[config.mk]
export PLATFORM = sky130hd
export DESIGN_NAME = dmux_sched
export DESIGN_NICKNAME = d
export VERILOG_FILES = /design/src/rtl/dmux_sched_pkg.sv /design/src/rtl/dmux_sched_rr_pick.sv /design/src/rtl/dmux_sched.sv
export SDC_FILE = /design/constraint.sdc
export NUM_CORES = 1
export LEC_CHECK = 0
export ABC_CLOCK_PERIOD_IN_PS = 2500
export BUFFER_PORTS_ARGS = -buffer_cell sky130_fd_sc_hd__buf_2
export CORE_UTILIZATION = 48
export CTS_CLUSTER_SIZE = 14
export DETAILED_ROUTE_END_ITERATION = 10
export PLACE_DENSITY = 0.89
export SYNTH_ARGS = -nofsm -noshare
export SYNTH_HDL_FRONTEND = slang
export SYNTH_SLANG_ARGS = --single-unit
[constraint.sdc]
create_clock -name clk -period 2.5 [get_ports clk]
set_input_delay 0 -clock clk [delete_from_list [all_inputs] [get_ports clk]]
set_output_delay 0 -clock clk [all_outputs]
set_load 0.005 [all_outputs]
[src/rtl/dmux_sched_pkg.sv]
// Shared types and helpers for the dmux_sched round-robin burst scheduler.
package dmux_sched_pkg;

    typedef enum logic [1:0] {
        ST_IDLE  = 2'd0,
        ST_XFER  = 2'd1,
        ST_DRAIN = 2'd2
    } state_t;

    // Select width; never narrower than one bit.
    function automatic int sel_w(input int n);
        return (n > 1) ? $clog2(n) : 1;
    endfunction

endpackage

[src/rtl/dmux_sched_rr_pick.sv]
// Combinational round-robin finder: first set mask bit after cur, wrapping;
// cur itself is chosen last so a lone enabled destination is re-picked.
module rr_pick
    import dmux_sched_pkg::*;
#(
    parameter int N_DEST = 4
) (
    input  logic [N_DEST-1:0]        mask,
    input  logic [sel_w(N_DEST)-1:0] cur,
    output logic [sel_w(N_DEST)-1:0] nxt,
    output logic                     any
);

    localparam int SW = sel_w(N_DEST);

    always_comb begin
        logic [SW-1:0] idx;
        idx = '0;
        nxt = cur;
        any = |mask;
        // Descending offset so the nearest enabled index is the final assignment.
        for (int k = N_DEST; k >= 1; k--) begin
            idx = SW'((int'(cur) + k) % N_DEST);
            if (mask[idx]) begin
                nxt = idx;
            end
        end
    end

endmodule

[src/rtl/dmux_sched.sv]
// Round-robin burst scheduler driving a registered 1-to-N_DEST demux.
// Optional stall watchdog enabled by defining DMUX_SCHED_WDOG_EN.
//
// state    | meaning
// ST_IDLE  | no destination enabled, nothing granted
// ST_XFER  | accepting up to BURST words for cur_sel
// ST_DRAIN | burst accepted, waiting for the output register to empty
module dmux_sched
    import dmux_sched_pkg::*;
#(
    parameter int N_DEST = 4,
    parameter int DW     = 8,
    parameter int BURST  = 4
`ifdef DMUX_SCHED_WDOG_EN
    , parameter int TIMEOUT = 16
`endif
) (
    input  logic                     clk,
    input  logic                     rst_n,
    input  logic [N_DEST-1:0]        cfg_en,
    input  logic                     in_valid,
    input  logic [DW-1:0]            in_data,
    output logic                     in_ready,
    output logic [N_DEST-1:0]        out_valid,
    output logic [DW-1:0]            out_data,
    input  logic [N_DEST-1:0]        out_ready,
    output logic [sel_w(N_DEST)-1:0] cur_sel,
    output logic                     busy
`ifdef DMUX_SCHED_WDOG_EN
    , output logic                   timeout_pulse
`endif
);

    localparam int SW = sel_w(N_DEST);
    localparam int CW = $clog2(BURST + 1);

    state_t        r_state;
    logic [SW-1:0] r_sel;
    logic [CW-1:0] r_cnt;
    logic          r_full;
    logic [DW-1:0] r_data;

    logic [SW-1:0] w_pick;
    logic          w_any;
    logic          w_dst_rdy;
    logic          w_out_hs;
    logic          w_in_ready;
    logic          w_in_hs;
    logic          w_last;
    logic          w_drain_done;
    logic          w_tmo;

    rr_pick #(.N_DEST(N_DEST)) u_pick (
        .mask (cfg_en),
        .cur  (r_sel),
        .nxt  (w_pick),
        .any  (w_any)
    );

    assign w_dst_rdy    = out_ready[r_sel];
    assign w_out_hs     = r_full && w_dst_rdy;
    assign w_in_ready   = (r_state == ST_XFER) && (!r_full || w_dst_rdy) && (r_cnt < CW'(BURST));
    assign w_in_hs      = in_valid && w_in_ready;
    assign w_last       = w_in_hs && (r_cnt == CW'(BURST - 1));
    assign w_drain_done = (r_state == ST_DRAIN) && (!r_full || w_out_hs);

`ifdef DMUX_SCHED_WDOG_EN
    localparam int TW = $clog2(TIMEOUT + 1);

    logic [TW-1:0] r_stall;
    logic          r_tmo_pulse;
    logic          w_stall;
    logic          w_pick_now;

    assign w_stall    = r_full && !w_dst_rdy && (r_state != ST_IDLE);
    assign w_tmo      = w_stall && (r_stall == TW'(TIMEOUT - 1));
    assign w_pick_now = ((r_state == ST_IDLE) || w_drain_done) && w_any;

    always_ff @(posedge clk or negedge rst_n) begin
        if (!rst_n) begin
            r_stall     <= '0;
            r_tmo_pulse <= 1'b0;
        end else begin
            r_tmo_pulse <= w_tmo;
            if (w_out_hs || w_pick_now || w_tmo) begin
                r_stall <= '0;
            end else if (w_stall) begin
                r_stall <= r_stall + 1'b1;
            end
        end
    end

    assign timeout_pulse = r_tmo_pulse;
`else
    assign w_tmo = 1'b0;
`endif

    always_ff @(posedge clk or negedge rst_n) begin
        if (!rst_n) begin
            r_state <= ST_IDLE;
            r_sel   <= SW'(N_DEST - 1);
            r_cnt   <= '0;
        end else begin
            case (r_state)
                ST_IDLE: begin
                    if (w_any) begin
                        r_sel   <= w_pick;
                        r_cnt   <= '0;
                        r_state <= ST_XFER;
                    end
                end
                ST_XFER: begin
                    // A watchdog drop abandons the rest of the burst.
                    if (w_tmo) begin
                        r_state <= ST_DRAIN;
                    end else if (w_in_hs) begin
                        r_cnt <= r_cnt + 1'b1;
                        if (w_last) begin
                            r_state <= ST_DRAIN;
                        end
                    end
                end
                ST_DRAIN: begin
                    if (w_drain_done) begin
                        if (w_any) begin
                            r_sel   <= w_pick;
                            r_cnt   <= '0;
                            r_state <= ST_XFER;
                        end else begin
                            r_state <= ST_IDLE;
                        end
                    end
                end
                default: r_state <= ST_IDLE;
            endcase
        end
    end

    // One-entry output register; a same-edge in/out handshake simply reloads it.
    always_ff @(posedge clk or negedge rst_n) begin
        if (!rst_n) begin
            r_full <= 1'b0;
            r_data <= '0;
        end else if (w_in_hs) begin
            r_full <= 1'b1;
            r_data <= in_data;
        end else if (w_out_hs || w_tmo) begin
            r_full <= 1'b0;
        end
    end

    always_comb begin
        out_valid = '0;
        if (r_full) begin
            out_valid[r_sel] = 1'b1;
        end
    end

    assign in_ready = w_in_ready;
    assign out_data = r_data;
    assign cur_sel  = r_sel;
    assign busy     = (r_state != ST_IDLE);

endmodule

==> results.toml <==
[run_status]
status = "completed"

[pwr]
design_power_total_uw = 1428
p_leak_uw = 0.0006335
power_density_nw_per_um2 = 1122
vdd_drop_max_uv = 674.8

[clocking]
clkSinkCount = 16
cts_buffers = 3
clock_latency_ns = 0.28
clk_path_buf_depth = 2
cts_root_buffer = "clkbuf_4"
clk_pin_slew_worst_paths_ns = 0.09
cts_tree = "yes"
ctsResizeCount = 0
cts_htree_levels = 1
postCtsSetupRepairBufs = 0

[floorplan]
fp.dieW_um = 47.41
rows = 16
dieHeight_um = 47.41
io_pins = 35
core_um2 = 1942
die_area_um2 = 2247
start_util = 0.5097

[synth]
ys.flop_type = "dfrtp_1"
yosysWarnings = 0
synth_area_um2 = 989.7
synth.avg_cell_area_um2 = 11.38
synth_area_leaders = "dfrtp_1 35%, ha_1 7.6%, mux2_2 6.8%"
synthTopCellsByCount = "14 x dfrtp_1, 6 x ha_1, 6 x inv_1, 6 x mux2_2"
async_flop_share = 1.000
synth-seq-area-share = 0.4071
yosysMostFrequentCell = "dfrtp_1"
netlist.area_leader.share = 0.3540
yosys.area.top_type = "dfrtp_1"
syn_inst = 87
synth_nets = 112
synth_edf_count = 0
synth_cell_types = 35
ys_ff_latch = 16

[finish]
fill_cells = 164
diodes = 0
drive_gt1_frac = 0.4122
nets = 157
syn2layout_area_growth_pct = 28.57
final_core_util = 0.6553

[drt]
dr_total_vias = 801
wl_per_cell_um = 12.34
drtIter0Drc = 7
drc = 0
via_per_inst = 5.070
antenna_left = 0
drt_pre_antenna_iters = 4
wl_um = 1950

[place]
numPortBuffers = 34
finalWeightedCongestion = 0.8161
dp_hpwl_um = 1416
place_ws_ns = 0.3572

[worst_setup_path]
crit_fanout = 14
cp_num_buf_inv = 0
worst_path_dominant_cell_family = "flip-flops"
cp.arrival_ns = 2.43
critPathLaunchType = "flip-flop"
critical_path_class = "flip-flop to flip-flop"
cp_slowest_cell = "dfstp_2"
cp_data_required_time_ns = 2.72
path_cells = "mux4_1, nor2b_1, o21a_1, a311oi_1, xnor2_1"
end_kind = "flip-flop"
slowest_delay_ns = 0.68

[timing]
min_period_over_period = 0.8847
setup_viol = 0
rsz0062_at_grt = "no"
finalHoldViolCount = 0
holdWs_ns = 0.03191
skew_ns = 0.0008784
worstMarginPinSlew_ns = 0.3540
totalNegativeSetupSlack_ns = 0
setup_ws_ns = 0.2882
fmax_mhz = 452.1
slew_headroom = 0.7640
finalMaxSlewViolations = 0
finalCriticalPeriod_ns = 2.212

[grt]
grt_overflow = 0
antenna_found_initial = 0
grt_pass1_wl_um = 3105
grt_max_degree = 17
grt_pass1_vias = 744
grt_util_all_layers = 0.1994

[min_path]
hp-class = "input pin to flip-flop"

[flow_run]
drv_cap = 0
cell families after synthesis:
logic type | count (synthesis) | share of synthesized area
compound gates | 15 | 0.1151
xor+xnor | 1 | 0.008851
mux | 13 | 0.1757
flops | 16 | 0.4071
buf+inv | 9 | 0.06068
fa+ha+maj | 6 | 0.07585
simple gates | 27 | 0.1568
worst register-to-register path, cell delays in order (launching register included):
cell      delay (ns)
dfstp_2         0.68
mux4_1          0.64
nor2b_1         0.16
o21a_1          0.17
a311oi_1        0.32
xnor2_1         0.16
cells in the final DEF (no fill, tap or decap), types with 2 or more instances in the layout:
cell type / netlist / layout
and2_1: 4 / 4
buf_2: 0 / 34
clkbuf_4: 0 / 3
dfrtp_1: 14 / 14
dfstp_2: 2 / 2
dlygate4sd3_1: 0 / 9
ha_1: 6 / 6
inv_1: 6 / 6
mux2_2: 6 / 6
mux2_4: 4 / 4
mux2i_1: 2 / 2
nand2_1: 4 / 4
nand2b_1: 2 / 2
nand3_1: 5 / 5
nor2_1: 3 / 3
nor2b_1: 2 / 2
o21ai_0: 5 / 5
report_power, final:
group	internal (uW)	switching [uW]
sequential	398	121
combinational	421	347
clock	62.0	78.9
total	881	547
final cells by class:
cell class / count / area [um2] / area share
Multi-Input combinational cell: 62 / 526.8 / 0.4140
Sequential cell: 16 / 402.9 / 0.3166
Timing Repair Buffer: 43 / 260.3 / 0.2045
Tap cell: 27 / 33.78 / 0.02655
Clock buffer: 4 / 26.28 / 0.02065
Inverter: 6 / 22.52 / 0.01770
routing by layer:
layer / GRT usage / vias up / wire [um]
met4: 0.09714 / 0 / 0
met3: 0.03846 / 0 / 122
met5: 0 / - / 0
met2: 0.3370 / 37 / 940
met1: 0.2415 / 366 / 887
li1: - / 398 / -
state kept, by name, summed over array words and instances, names as in the netlist:
signal and count:
r_cnt 3, cur_sel 2, r_state 2, r_full 1, out_data 8
per-stage QoR:
step | instance area (um2) | cells
finish | 1272 | 158
global route | 1272 | 158
CTS | 1272 | 158
detailed placement | 1156 | 145
global placement | 1156 | 145
floorplan | 989.7 | 87
path summary, 6_finish.rpt:
kind | from | endpoint | slack [ns] | depth (start not counted)
setup / recovery | cur_sel[0]$_DFFE_PN1P_ | cur_sel[0]$_DFFE_PN1P_ | 0.29 | 5
hold / removal | in_valid | r_state[1]$_DFFE_PN0P_ | 0.03 | 3
setup reg to reg | cur_sel[0]$_DFFE_PN1P_ | cur_sel[0]$_DFFE_PN1P_ | 0.29 | 5
hold reg to reg | out_data[2]$_DFFE_PN0P_ | out_data[2]$_DFFE_PN0P_ | 0.51 | 1
max in group asynchronous | rst_n | cur_sel[1]$_DFFE_PN1P_ | 2.06 | 2
min in group asynchronous | rst_n | out_data[5]$_DFFE_PN0P_ | 0.14 | 2
repair_timing:
action                                 4_1_cts  5_1_grt
setup endpoints to repair                    0        0
hold buffers                                 9        0
endpoints found under the hold margin       24        0
Note: power is estimated with default switching activity, not from simulation.
